[src/rtl/rst_seq_ctrl.sv]
// Reset release sequencer.
// Holds all downstream domains in reset for a minimum time, then releases
// them one at a time in index order.  Each release waits for that domain's
// ready acknowledge plus an idle gap before the next one goes out.  A missing
// acknowledge or a lost ready re-asserts every domain and latches a sticky
// fault with the offending domain index.
module rst_seq_ctrl #(
    parameter int NUM_DOMAINS    = 4,
    parameter int HOLD_CYCLES    = 16,
    parameter int GAP_CYCLES     = 8,
    parameter int TIMEOUT_CYCLES = 255,
    parameter int CNT_W          = 8,
    localparam int IDX_W         = (NUM_DOMAINS > 1) ? $clog2(NUM_DOMAINS) : 1
) (
    input  logic                   CLK,
    input  logic                   RST,
    input  logic                   SW_RST_REQ,
    input  logic [NUM_DOMAINS-1:0] DOMAIN_ACK,
    output logic [NUM_DOMAINS-1:0] DOMAIN_RST_N,
    output logic                   ALL_READY,
    output logic                   FAULT,
    output logic [IDX_W-1:0]       FAULT_IDX
);

    typedef enum logic [2:0] {
        S_HOLD,
        S_RELEASE,
        S_WAIT_ACK,
        S_GAP,
        S_DONE,
        S_FAULT
    } state_t;

    localparam logic [CNT_W-1:0] HOLD_LAST    = CNT_W'(HOLD_CYCLES - 1);
    localparam logic [CNT_W-1:0] GAP_LAST     = CNT_W'(GAP_CYCLES - 1);
    localparam logic [CNT_W-1:0] TIMEOUT_LAST = CNT_W'(TIMEOUT_CYCLES - 1);
    localparam logic [IDX_W-1:0] LAST_IDX     = IDX_W'(NUM_DOMAINS - 1);

    state_t                 state;
    logic [CNT_W-1:0]       cnt;
    logic [IDX_W-1:0]       idx;

    logic                   cur_ack;
    logic [NUM_DOMAINS-1:0] rel_mask;
    logic                   any_drop;
    logic [IDX_W-1:0]       drop_idx;

    // Acknowledge of the domain currently being released, and its release bit.
    always_comb begin
        cur_ack  = DOMAIN_ACK[idx];
        rel_mask = NUM_DOMAINS'(1) << idx;
    end

    // Lowest-numbered domain whose ready has dropped (scan downward so the lowest wins).
    always_comb begin
        any_drop = 1'b0;
        drop_idx = '0;
        for (int i = NUM_DOMAINS - 1; i >= 0; i--) begin
            if (!DOMAIN_ACK[i]) begin
                any_drop = 1'b1;
                drop_idx = IDX_W'(i);
            end
        end
    end

    // Sequencer state machine; hardware and soft reset restart from HOLD with the fault cleared.
    always_ff @(posedge CLK) begin
        if (RST || SW_RST_REQ) begin
            state        <= S_HOLD;
            cnt          <= '0;
            idx          <= '0;
            DOMAIN_RST_N <= '0;
            ALL_READY    <= 1'b0;
            FAULT        <= 1'b0;
            FAULT_IDX    <= '0;
        end else begin
            case (state)
                S_HOLD: begin
                    if (cnt == HOLD_LAST) begin
                        state <= S_RELEASE;
                    end
                    cnt <= cnt + 1'b1;
                end

                S_RELEASE: begin
                    DOMAIN_RST_N <= DOMAIN_RST_N | rel_mask;
                    cnt          <= '0;
                    state        <= S_WAIT_ACK;
                end

                S_WAIT_ACK: begin
                    if (cur_ack) begin
                        cnt <= '0;
                        if (idx == LAST_IDX) begin
                            ALL_READY <= 1'b1;
                            state     <= S_DONE;
                        end else begin
                            state <= S_GAP;
                        end
                    end else if (cnt == TIMEOUT_LAST) begin
                        FAULT        <= 1'b1;
                        FAULT_IDX    <= idx;
                        DOMAIN_RST_N <= '0;
                        ALL_READY    <= 1'b0;
                        state        <= S_FAULT;
                    end else begin
                        cnt <= cnt + 1'b1;
                    end
                end

                S_GAP: begin
                    if (cnt == GAP_LAST) begin
                        idx   <= idx + 1'b1;
                        state <= S_RELEASE;
                    end
                    cnt <= cnt + 1'b1;
                end

                S_DONE: begin
                    if (any_drop) begin
                        FAULT        <= 1'b1;
                        FAULT_IDX    <= drop_idx;
                        DOMAIN_RST_N <= '0;
                        ALL_READY    <= 1'b0;
                        state        <= S_FAULT;
                    end
                end

                S_FAULT: begin
                    state <= S_FAULT;
                end

                default: begin
                    state        <= S_FAULT;
                    FAULT        <= 1'b1;
                    DOMAIN_RST_N <= '0;
                    ALL_READY    <= 1'b0;
                end
            endcase
        end
    end

endmodule

[config.mk]
export PLATFORM = sky130hd
export DESIGN_NAME = rst_seq_ctrl
export DESIGN_NICKNAME = d
export VERILOG_FILES = /design/src/rtl/rst_seq_ctrl.sv
export SDC_FILE = /design/constraint.sdc
export NUM_CORES = 1
export LEC_CHECK = 0
export ABC_AREA = 1
export CELL_PAD_IN_SITES_DETAIL_PLACEMENT = 1
export CELL_PAD_IN_SITES_GLOBAL_PLACEMENT = 1
export CORE_UTILIZATION = 41
export CTS_CLUSTER_SIZE = 25
export DETAILED_ROUTE_END_ITERATION = 8
export HOLD_SLACK_MARGIN = 0.15
export PLACE_DENSITY = 0.92
export SYNTH_ARGS = -nofsm -noshare
export SYNTH_HDL_FRONTEND = slang
export SYNTH_SLANG_ARGS = --single-unit
[constraint.sdc]
create_clock -name CLK -period 3.5 [get_ports CLK]
set_input_delay 1.05 -clock CLK [delete_from_list [all_inputs] [get_ports CLK]]
set_output_delay 1.05 -clock CLK [all_outputs]
set_load 0.1 [all_outputs]
==> flow_summary_export.csv <==
group,metric,value,unit
worst_setup_path,end_kind,"flop",
sta,fmax,439,MHz
min_path,min_path_cells,2,
placement,dp_slack,0.893,ns
global_route,grt_max_degree,17,
sta,setup-tns-final,0,ns
min_path,holdPathEnd,"DOMAIN_RST_N[3]",
sta,hold_violations,0,
global_route,grt_first_pass_wirelength,5700,µm
sta,tightestPinTransition,0.306,ns
pwr,leakage,0.747,nW
worst_setup_path,cp.arrival,2.54,ns
pwr,swShare,0.253,
drt,drtIter0Drc,50,
sta,fin_crit,2.28,ns
cts,cts_tree,"done",
global_route,grt.overflow.total,0,
placement,gp_congestion,0.851,
cts,cts_made_buffers,3,
drt,vias,1385,
global_route,track_usage,0.215,
drt,drt-vias-per-instance,4.88,
worst_setup_path,worstPathRequired,3.76,ns
cells_and_area,nFillCells,456,
cells_and_area,multi_input_comb_area,802,µm²
sta,holdWs,0.461,ns
pwr,p_comb_frac,0.073,
synth,syn_area_per_cell,6.18,µm²
synth,yosys_warnings,0,
sta,relSlewSlack,0.795,
cts,clock-sinks,21,
worst_setup_path,reg2reg_depth,9,
die,start_util,0.442,
cells_and_area,final_cells,284,
synth,yosysTopAreaCell,"dfxtp_1",
drt,drcViolationCount,0,
die,die_area,3580,µm²
cts,post_cts_resized,0,
worst_setup_path,start_kind,"input pin",
sta,setup-violations-final,0,
drt,ant_nets,0,
placement,hpwlAfterDp,2770,µm
synth,synth_top_area_frac,0.306,
synth,synth_cells,222,
worst_setup_path,crit_path_max_fanout,7,
cells_and_area,fin_nets,254,
cts,h-tree-depth,1,
sta,setup_ws,1.22,ns
drt,drt_pass1_iterations,4,
sta,grt_setup_unrepaired,"no",
cells_and_area,fin_area,1580,µm²
pwr,clockPowerShare,0.318,
cts,path_clk_slew,0.13,ns
synth,syn_nets,235,
outcome,status,"completed",
die,die_y,59.9,µm
cts,root_buffer,"clkbuf_4",
die,die_w,59.9,µm
die,rows,20,
drt,wire_per_inst,11.9,µm
global_route,grt_pass1_vias,1332,
die,core_area,3100,µm²
synth,netlist_area,1370,µm²
min_path,hp-class,"reg -> reg",
placement,placed_area,1550,µm²
pwr,p_per_area,251,nW/µm²
min_path,worstHoldStart,"DOMAIN_RST_N[3]",
sta,fin_worst_skew,0.00130,ns
cells_and_area,area_growth,15.0,%
synth,ys_top_cells_by_area,"dfxtp_1 (31%), nand2_1 (16%), nor2_1 (10%), inv_1 (9.3%), nand3_1 (7.3%)",
pwr,p_int,296,µW
die,ioPinCount,15,
sta,drv_slew,0,
worst_setup_path,critical_path_class,"in -> reg",
cells_and_area,register_area,420,µm²
worst_setup_path,reg2reg_from,"state[2]",
drt,wl,3380,µm
flow_run,cap_violations,0,
worst_setup_path,regToRegEndpoint,"cnt[5]",
cells_and_area,antennaDiodeCount,0,
global_route,antenna_found_initial,0,
placement,dp.cells,280,
cts,clock_path_buffers,2,
pwr,p_seq_frac,0.609,
synth,ys_ff_latch,21,
synth,ys_types,25,
placement,portBuffers,14,
synth,yosysSeqAreaShare,0.306,
sta,fin_crit_sh,0.651,
cts,clock_latency,0.32,ns
pwr,p_switching,100,µW
worst_setup_path,reg2reg_slack,1.87,ns
pwr,ir_drop,0.115,mV
cells_and_area,drive_gt1_frac,0.129,
cts,cts_setup_buffers,0,
cts,hold_buffers,0,
synthesized netlist by cell type (all sizes together):
master  number
a21oi       16
a31oi        1
buf          1
clkinv       1
dfxtp       21
ha           6
inv         38
nand2       66
nand3       22
nand4        2
nor2        39
nor3         2
nor3b        1
o21ai        6
cell type report:
| type | instances | share of cell area |
|---|---|---|
| multi-input cells | 161 | 0.508 |
| well taps | 44 | 0.0349 |
| repair buffers | 15 | 0.0808 |
| flip-flops and latches | 21 | 0.266 |
| inverters | 39 | 0.0927 |
| clock buffers | 3 | 0.0143 |
| clock inverters | 1 | 0.00317 |
critical path, stage by stage:
cell and delay [ns]:
clkdlybuf4s50_1 0.47, nand2_1 0.12, nand3_1 0.14, nand2_1 0.22
nand2_4 0.09, a21oi_4 0.25, nand2_1 0.08, nor2_1 0.10
registers in the layout (all words and copies together) (netlist names):
signal        cells
idx               2
DOMAIN_RST_N      4
ALL_READY         1
FAULT_IDX         2
FAULT             1
cnt               8
state             3
metrics by stage:
stage / utilization / total power [mW]
2_1_floorplan: - / 0.262
3_3_place_gp: 0.500 / 0.275
3_5_place_dp: 0.500 / 0.276
4_1_cts: 0.509 / 0.401
5_1_grt: 0.509 / 0.410
6_report: 0.509 / 0.396
power by group through the flow:
stage / sequential (mW) / combinational [mW] / clock, mW
4_1_cts: 0.241 / 0.0293 / 0.131
2_1_floorplan: 0.246 / 0.0156 / 0
3_5_place_dp: 0.247 / 0.0291 / 0
6_report: 0.241 / 0.0289 / 0.126
3_3_place_gp: 0.247 / 0.0283 / 0
5_1_grt: 0.242 / 0.0324 / 0.136
cells by family (layout without fill, tap and decap cells):
logic type,after synthesis,in the layout,synth area share
AND/OR/NAND/NOR,132,132,0.434
buffers and inverters,40,58,0.109
AO/OA/AOI/OAI,23,23,0.0957
flip-flops,21,21,0.306
adder cells (fa/ha/maj),6,6,0.0547
layer usage:
metal | share of wire | track usage
met4 | 0.016 | 0.0963
met2 | 0.49 | 0.365
met5 | 0 | 0
met1 | 0.47 | 0.270
met3 | 0.026 | 0.0260
worst max-delay path by stage:
stage | from | endpoint | slack, ns | cells after the start
after global placement | DOMAIN_ACK[0] | cnt[0] | 0.96 | 8
after detailed placement | DOMAIN_ACK[3] | cnt[5] | 0.89 | 8
after global routing | DOMAIN_ACK[2] | cnt[2] | 1.12 | 8
after floorplan | FAULT | FAULT | 1.53 | 0
after CTS | DOMAIN_ACK[3] | cnt[5] | 1.23 | 8
final | DOMAIN_ACK[1] | cnt[5] | 1.22 | 8
placed cells by master, fill, tap and decap left out:
master           synthesis  final
nand2_1                 59     59
nor2_1                  37     37
inv_1                   34     34
dfxtp_1                 21     21
nand3_1                 20     20
a21oi_1                 15     15
buf_4                    0      9
nand2_2                  6      6
ha_1                     6      6
clkdlybuf4s50_1          0      6
inv_2                    4      4
o21ai_0                  3      3
clkbuf_4                 0      3
o21ai_1                  2      2
nand4_1                  2      2
nor2_4                   1      1
nand3_4                  1      1
nand2_4                  1      1
a21oi_4                  1      1
nor3_4                   1      1
nand3_2                  1      1
clkinv_1                 1      1
o21ai_2                  1      1
nor3_1                   1      1
nor2_2                   1      1
a31oi_1                  1      1
nor3b_1                  1      1
clkinv_2                 0      1
(Power assumes the default switching activity.)
